## config.mk

```make
export PLATFORM = sky130hd
export DESIGN_NAME = dds_seq_ctrl
export DESIGN_NICKNAME = d
export VERILOG_FILES = /design/src/rtl/dds_seq_ctrl.sv
export SDC_FILE = /design/constraint.sdc
export NUM_CORES = 1
export LEC_CHECK = 0
export CAP_MARGIN = 25
export CORE_MARGIN = 2
export CORE_UTILIZATION = 40
export DETAILED_ROUTE_END_ITERATION = 16
export MAX_ROUTING_LAYER = met4
export PLACE_DENSITY_LB_ADDON = 0.1
export SETUP_SLACK_MARGIN = 0.1
export SLEW_MARGIN = 30
export SYNTH_ARGS = -nofsm -noshare
export SYNTH_HDL_FRONTEND = slang
export SYNTH_SLANG_ARGS = --single-unit
```

## constraint.sdc

```tcl
create_clock -name clk_sys -period 2.6 [get_ports clk_sys]
set_clock_uncertainty 0.1 [all_clocks]
set_input_delay 0.52 -clock clk_sys [delete_from_list [all_inputs] [get_ports clk_sys]]
set_output_delay 0.52 -clock clk_sys [all_outputs]
set_load 0.1 [all_outputs]
```

## src/rtl/dds_seq_ctrl.sv

```systemverilog
// DDS burst sequencer: runs burst_num counter sweeps 0..CNT_MAX separated by
// GAP_LEN idle cycles, with a phase-reset window and a completion pulse.
module dds_seq_ctrl #(
  parameter logic [7:0] CNT_MAX   = 8'd96,
  parameter logic [7:0] RST_START = 8'd10,
  parameter logic [7:0] RST_END   = 8'd14,
  parameter logic [7:0] GAP_LEN   = 8'd20
) (
  input  logic       clk_sys,
  input  logic       rst_n,
  input  logic       start,
  input  logic       abort,
  input  logic [7:0] burst_num,
  output logic [7:0] count,
  output logic       state_start,
  output logic       dds_rst,
  output logic [7:0] burst_idx,
  output logic       busy,
  output logic       done
);

  typedef enum logic [1:0] {IDLE, RUN, GAP, DONE} state_e;

  state_e     state_q, state_d;
  logic [7:0] count_q, count_d;
  logic [7:0] burst_idx_q, burst_idx_d;
  logic [7:0] burst_num_q, burst_num_d;
  logic [7:0] gap_cnt_q, gap_cnt_d;
  logic       state_start_q, state_start_d;
  logic       dds_rst_q, dds_rst_d;
  logic       busy_q, busy_d;
  logic       done_q, done_d;

  always_comb begin
    state_d     = state_q;
    count_d     = count_q;
    burst_idx_d = burst_idx_q;
    burst_num_d = burst_num_q;
    gap_cnt_d   = gap_cnt_q;
    unique case (state_q)
      IDLE: begin
        if (start && !abort && (burst_num != 8'd0)) begin
          state_d     = RUN;
          count_d     = '0;
          burst_idx_d = '0;
          burst_num_d = burst_num;
        end
      end
      RUN: begin
        if (abort) begin
          state_d     = IDLE;
          count_d     = '0;
          burst_idx_d = '0;
        end else if (count_q == CNT_MAX) begin
          count_d   = '0;
          gap_cnt_d = '0;
          state_d   = ((burst_idx_q + 8'd1) == burst_num_q) ? DONE : GAP;
        end else begin
          count_d = count_q + 8'd1;
        end
      end
      GAP: begin
        if (abort) begin
          state_d     = IDLE;
          count_d     = '0;
          burst_idx_d = '0;
        end else if (gap_cnt_q == (GAP_LEN - 8'd1)) begin
          state_d     = RUN;
          count_d     = '0;
          burst_idx_d = burst_idx_q + 8'd1;
        end else begin
          gap_cnt_d = gap_cnt_q + 8'd1;
        end
      end
      DONE: begin
        state_d     = IDLE;
        count_d     = '0;
        burst_idx_d = '0;
      end
      default: begin
        state_d     = IDLE;
        count_d     = '0;
        burst_idx_d = '0;
      end
    endcase

    // Outputs are derived from the next state so they register in step with it.
    state_start_d = (state_d == RUN);
    dds_rst_d     = (state_d == RUN) && (count_d >= RST_START) && (count_d <= RST_END);
    busy_d        = (state_d == RUN) || (state_d == GAP);
    done_d        = (state_d == DONE);
  end

  always_ff @(posedge clk_sys) begin
    if (!rst_n) begin
      state_q       <= IDLE;
      count_q       <= '0;
      burst_idx_q   <= '0;
      burst_num_q   <= '0;
      gap_cnt_q     <= '0;
      state_start_q <= 1'b0;
      dds_rst_q     <= 1'b0;
      busy_q        <= 1'b0;
      done_q        <= 1'b0;
    end else begin
      state_q       <= state_d;
      count_q       <= count_d;
      burst_idx_q   <= burst_idx_d;
      burst_num_q   <= burst_num_d;
      gap_cnt_q     <= gap_cnt_d;
      state_start_q <= state_start_d;
      dds_rst_q     <= dds_rst_d;
      busy_q        <= busy_d;
      done_q        <= done_d;
    end
  end

  assign count       = count_q;
  assign state_start = state_start_q;
  assign dds_rst     = dds_rst_q;
  assign burst_idx   = burst_idx_q;
  assign busy        = busy_q;
  assign done        = done_q;

endmodule

```

[Yosys cells after proc, flatten, opt, wreduce, memory -nomap -nowiden]
Cells that the tools add are included.
Word-level totals
  output and inout bits: 20
  logic and storage cells: 65
  input port bits: 12
  bits in registers: 38
Operators by class
  multiplexer cells: 23
  reduce and logical (&&, ||, !) cells: 12
  eq/ne operators: 16
  add/subtract/negate cells: 3
  order comparisons: 2
Operator list (number)
  $mux W8: 13
  $pmux W8 S4: 2
  $add A8 B1 Y8 const B: 3
  $pmux W8 S2: 1
  $ne A2 B2 Y1 const B: 6
  $mux W2: 5
  $eq A2 B2 Y1 const B: 4
  $eq A8 B5 Y1 const B: 1
  $eq A8 B7 Y1 const B: 1
  $eq A8 B8 Y1: 1
  $ge A8 B4 Y1 const B: 1
  $le A8 B4 Y1 const B: 1
  $pmux W2 S4: 1
  $reduce_bool A8 Y1: 1
  $reduce_and A5 Y1: 1
  $eq A2 B1 Y1 const B: 2
  $logic_and A1 B1 Y1: 4
  $ne A3 B3 Y1 const B: 1
  $reduce_and A3 Y1: 1
  $logic_not A2 Y1: 1
  $reduce_and A2 Y1: 1
  $reduce_bool A2 Y1: 1
  $logic_not A1 Y1: 1
  $logic_or A1 B1 Y1: 1
  $mux W1: 1

[Depth between registers and ports, before layout]
  word-level depth: 9
  gate-level depth with buffers: 11

[Worst setup path after synthesis]
OpenSTA, ideal clock, no wires.
  path kind: register to register
  start point: register burst_idx_q[0] (netlist: burst_idx[0])
  end point: register dds_rst_q (netlist: dds_rst)
  data arrival time: 3055 ps
  clock period less this slack: 3247 ps
  cell stages (with the launch flop): 11
  slack: -647 ps
  required time: 2408 ps
  path buffers: 0
  path through: dfxtp_1 > ha_1 > nand3_1 > or2_2 > xnor2_1 > a2111o_1 > a22oi_2 > ha_1 > and2_1 > o211ai_1 > nor4_1
Between the ends
  cells in the longest elaborated chain, start to end: 9
RTL lines
  start, declared: line 26  | logic [7:0] burst_idx_q, burst_idx_d;
  start signal, assigned: line 108  | burst_idx_q <= burst_idx_d;
  $add A8 B1 Y8: line 57  | state_d = ((burst_idx_q + 8'd1) == burst_num_q) ? DONE : GAP;
  $eq A8 B8 Y1: line 57
  $mux W1: line 57
  $mux W2: line 54  | end else if (count_q == CNT_MAX) begin
  $mux W2: line 50  | if (abort) begin
  $pmux W2 S4: line 40  | unique case (state_q)
  net state_d[0]: line 24  | state_e state_q, state_d;
  $eq A2 B1 Y1
  net state_start_d: line 29  | logic state_start_q, state_start_d;
  $logic_and A1 B1 Y1 (2 in series): line 89  | dds_rst_d = (state_d == RUN) && (count_d >= RST_START) && (count_d <= RST_END);
  end signal, assigned: line 112  | dds_rst_q <= dds_rst_d;
  end, declared: line 30  | logic dds_rst_q, dds_rst_d;
The timed path passes the listed nets, and every way through them passes these cells.
A chain may end at the register's enable or synchronous reset.

[Worst setup path after layout]
  start point: input burst_num[5]
  end point: register dds_rst_q (netlist: dds_rst)
Between the ends
  cells in the longest elaborated chain, start to end: 7
  elaborated cells on any way between the ends: 11
  classes of those cells: 2 x order compare; 1 x eq/ne; 4 x mux; 4 x reduce/logical
RTL lines
  start, declared: line 13  | input logic [7:0] burst_num,
  $reduce_bool A8 Y1 (*): line 42  | if (start && !abort && (burst_num != 8'd0)) begin
  $logic_and A1 B1 Y1 (*): line 42
  $mux W8 or $mux W2 (tied branches): line 42
  $pmux W8 S4 or $pmux W2 S4 (tied branches): line 40
  $ge A8 B4 Y1 or $eq A2 B1 Y1 (tied branches): line 89
  $logic_and A1 B1 Y1: line 89
  $logic_and A1 B1 Y1 (*): line 89
Every way passes the cells marked *; elsewhere a longest branch is shown, timed or not.

==> out/summary.json <==
{
  "status": {"value": "complete, no violations"},
  "worst-slew-pin-transition": {"value": 837.9, "unit": "ps"},
  "detailedRoute.firstPassIterationCount": {"value": 4},
  "route.detailed.drc": {"value": 0},
  "crit_fanout": {"value": 3},
  "core_region_area": {"value": 5042, "unit": "sq um"},
  "drt-total-wl": {"value": 5338, "unit": "um"},
  "area_delta_synth_final": {"value": 44.32, "unit": "%"},
  "avgViaCountPerCell": {"value": 5.219},
  "synth_flop_cell": {"value": "dfxtp_1"},
  "timing.slew.headroom": {"value": 0.4341},
  "ys_types": {"value": 58},
  "via_count": {"value": 2030},
  "crit_path_max_incr_delay": {"value": 500, "unit": "ps"},
  "vias_in_the_first_global_route": {"value": 1848},
  "final-seq-area": {"value": 799.5, "unit": "sq um"},
  "floorplan.die_area": {"value": 5765, "unit": "sq um"},
  "cp.required": {"value": 2710, "unit": "ps"},
  "net_count_after_synthesis": {"value": 263},
  "io_buffers": {"value": 31},
  "net-switching-power": {"value": 0.0003177, "unit": "W"},
  "grt.overflow.total": {"value": 0},
  "chipWidth": {"value": 75.93, "unit": "um"},
  "wire_length_of_the_first_global_routing_pass": {"value": 8970, "unit": "um"},
  "syn-instance-count": {"value": 245},
  "worst_setup_path_start_kind": {"value": "primary input"},
  "setup_tns": {"value": 0, "unit": "ps"},
  "ctsLongestPathBuffers": {"value": 2},
  "cts_root_buffer": {"value": "clkbuf_8"},
  "setup_repair_after_global_routing_missed_its_margin": {"value": "true"},
  "async_reset_ff_frac": {"value": 0},
  "power_density": {"value": 410.0, "unit": "nW/um^2"},
  "holdBufCountCts": {"value": 0},
  "power.share.combinational": {"value": 0.136},
  "n_antenna_cell": {"value": 0},
  "ys.warnings.count": {"value": 0},
  "cellInternalPower": {"value": 0.0009069, "unit": "W"},
  "number_of_sinks_on_the_clock_net": {"value": 38},
  "worstSetupStartpoint": {"value": "burst_num[5]"},
  "routedWlPerCell": {"value": 13.72, "unit": "um"},
  "timing.rr.start": {"value": "burst_idx[0]$_SDFFE_PN0P_"},
  "mappedNetlistArea": {"value": 2069, "unit": "sq um"},
  "yosys_register_bits": {"value": 38},
  "worst_setup_path_end_kind": {"value": "register"},
  "syn_avg_cell_area": {"value": 8.447, "unit": "sq um"},
  "drt_iter0_markers": {"value": 67},
  "timing.critical_path.buf_inv": {"value": 1},
  "timing.max_cap.violations": {"value": 0},
  "timing.critical_path.cells": {"value": "clkdlybuf4s50_1 -> or4_4 -> o211ai_4 -> a211oi_2 -> a211oi_2 -> mux2_4 -> nor4_2"},
  "layout_cells_sized_above_1": {"value": 0.3762},
  "power.share.switching": {"value": 0.2594},
  "placed_cells": {"value": 376},
  "multi_input_logic_area": {"value": 1343, "unit": "sq um"},
  "cts-htree-levels": {"value": 2},
  "worstSkewPairLatency": {"value": 290, "unit": "ps"},
  "tritoncts": {"value": "done"},
  "sequential_fraction_of_the_synthesis_area": {"value": 0.3676},
  "cp_common_cell": {"value": "a211oi_2"},
  "finalMaxSlewViolations": {"value": 0},
  "overall_routing_resource_usage": {"value": 0.1953},
  "share_clk_of_total_power": {"value": 0.379},
  "post-layout-total-power": {"value": 0.001225, "unit": "W"},
  "util_after_layout": {"value": 0.5923},
  "crit_path_top_delay_cell": {"value": "or4_4"},
  "place.detailed.hpwl": {"value": 3976, "unit": "um"},
  "row_count": {"value": 26},
  "hold_viol": {"value": 0},
  "cts.clk_slew.worst_paths": {"value": 80, "unit": "ps"},
  "hp-class": {"value": "register to register"},
  "final_cells": {"value": 389},
  "routability_cong": {"value": 0.8541},
  "floorplan.initialDensity": {"value": 0.4104},
  "max-vdd-ir-drop": {"value": 0.2588, "unit": "mV"},
  "ioPinCount": {"value": 32},
  "p_leak": {"value": 1.220, "unit": "nW"},
  "top_family_by_delay_on_critical_path": {"value": "simple AND/OR/NAND/NOR gates"},
  "min_from": {"value": "burst_idx[7]$_SDFFE_PN0P_"},
  "grt_antenna_before_repair": {"value": 0},
  "fin_crit": {"value": 2476, "unit": "ps"},
  "synth-edff-count": {"value": 0},
  "numCtsBuffers": {"value": 5},
  "power_frac_seq": {"value": 0.485},
  "die_height": {"value": 75.93, "unit": "um"},
  "crit_type": {"value": "primary input to register"},
  "finalSetupViolCount": {"value": 0},
  "min_period_over_period": {"value": 0.9524},
  "fillers": {"value": 461},
  "achievable_frequency": {"value": 403.8, "unit": "MHz"},
  "grt_start_max_net_pins": {"value": 14},
  "critPathArrivalTime": {"value": 2590, "unit": "ps"},
  "drt.antenna.violating_nets": {"value": 0},
  "final_nets": {"value": 336}
}
## Yosys cell counts (4+ instances only)
| cell type | count | area [sq um] |
|---|---|---|
| nor3_1 | 4 | 20.02 |
| nand2_1 | 25 | 93.84 |
| xnor2_1 | 10 | 87.58 |
| or3_1 | 7 | 43.79 |
| o21ai_0 | 9 | 45.04 |
| mux2i_1 | 8 | 80.08 |
| xor2_1 | 6 | 52.55 |
| nor2b_1 | 4 | 25.02 |
| clkbuf_1 | 8 | 30.03 |
| and2_1 | 7 | 43.79 |
| ha_1 | 6 | 75.07 |
| a21oi_1 | 14 | 70.07 |
| nand4_1 | 4 | 25.02 |
| nand3_1 | 8 | 40.04 |
| nor2_1 | 28 | 105.1 |
| dfxtp_1 | 38 | 760.7 |
| inv_1 | 7 | 26.28 |
## what timing repair did
action / CTS / global route
pin swaps: 3 / 9
setup buffers: 1 / 4
setup endpoints to repair: 2 / 11
gates resized for setup: 8 / 19
## worst min-delay path, stage by stage, from the launching register on
cell     delay, ps
dfxtp_2        340
nand2_1         50
a21oi_1         50
## cell families (layout without fill, tap and decap cells)
kind of cell | after synthesis | after routing | share of synthesized area
AO/OA/AOI/OAI | 50 | 50 | 0.1699
XOR/XNOR | 16 | 16 | 0.06771
adder cells (fa/ha/maj) | 6 | 6 | 0.03627
buffers and inverters | 18 | 92 | 0.03507
flip-flops | 38 | 38 | 0.3676
multiplexers | 10 | 10 | 0.04958
AND/OR/NAND/NOR | 107 | 107 | 0.2739
## power groups by stage
stage | sequential, W | combinational [W] | clock, W
final | 0.000594 | 0.000166 | 0.000464
after global routing | 0.000596 | 0.000180 | 0.000505
after CTS | 0.000594 | 0.000163 | 0.000476
after detailed placement | 0.000607 | 0.000155 | 0
after global placement | 0.000607 | 0.000154 | 0
after floorplan | 0.000626 | 0.0000652 | 0
## layer usage
metal,vias up,track usage,part of all wire
li1,1022,-,-
met1,951,0.2595,0.49
met2,50,0.3125,0.47
met3,7,0.02857,0.032
met4,0,0.05455,0.011
met5,-,-,0
## sequential cells by signal, summed over array words and instances (netlist names)
| name | count |
|---|---|
| done | 1 |
| gap_cnt_q | 8 |
| state_start | 1 |
| count | 8 |
| burst_num_q | 8 |
| dds_rst | 1 |
| busy | 1 |
| burst_idx | 8 |
| state_q | 2 |
## layout make-up
type                       count  area share
clock buffer                   6     0.03142
clock inverter                 2    0.003351
inverter                       8     0.01089
multi-input combinational    189      0.4495
sequential                    38      0.2677
tap                           70     0.02933
timing repair buffer          76      0.2078
## metrics by stage
| stage | setup WS, ps | hold slack, ps | instance area (sq um) |
|---|---|---|---|
| after global placement | -234.5 | 365.7 | 2741 |
| after global routing | 39.83 | 405.5 | 2987 |
| final | 123.6 | 388.4 | 2987 |
| after detailed placement | -247.3 | 377.9 | 2741 |
| after floorplan | 73.01 | 348.8 | 2133 |
| after CTS | 67.23 | 391.2 | 2892 |
## layout by cell type (no fill, tap or decap), types with 2 or more instances in the layout
cell and n:
or4_4 2, and3_1 2, dfxtp_4 8, buf_4 63, mux2i_1 8, nor3_1 3
nand2_1 23, nor3_2 3, nand2_2 2, clkdlybuf4s50_1 5, o21ai_0 8, dfxtp_2 7
clkbuf_8 5, a21oi_1 14, xnor2_1 10, and2_1 6, nand4_1 4, nor3b_1 2
a211oi_2 3, o21ai_1 2, nand3_1 7, dlymetal6s2s_1 6, nand4b_1 2, clkinv_2 2
buf_6 2, inv_1 7, a31oi_1 2, ha_1 4, dfxtp_1 23, or3_4 2
or3_1 5, or2_4 2, nor2_1 28, o22ai_1 2, xor2_1 6, nor2b_1 4
## final timing paths
path                                     to  slack [ps]  depth (start not counted)
setup reg to reg         dds_rst$_SDFF_PN0_         150                          9
setup / recovery         dds_rst$_SDFF_PN0_         120                          7
hold / removal    burst_idx[7]$_SDFFE_PN0P_         390                          2
hold reg to reg   burst_idx[7]$_SDFFE_PN0P_         390                          2
No activity file was read; power rests on OpenSTA's default activity.
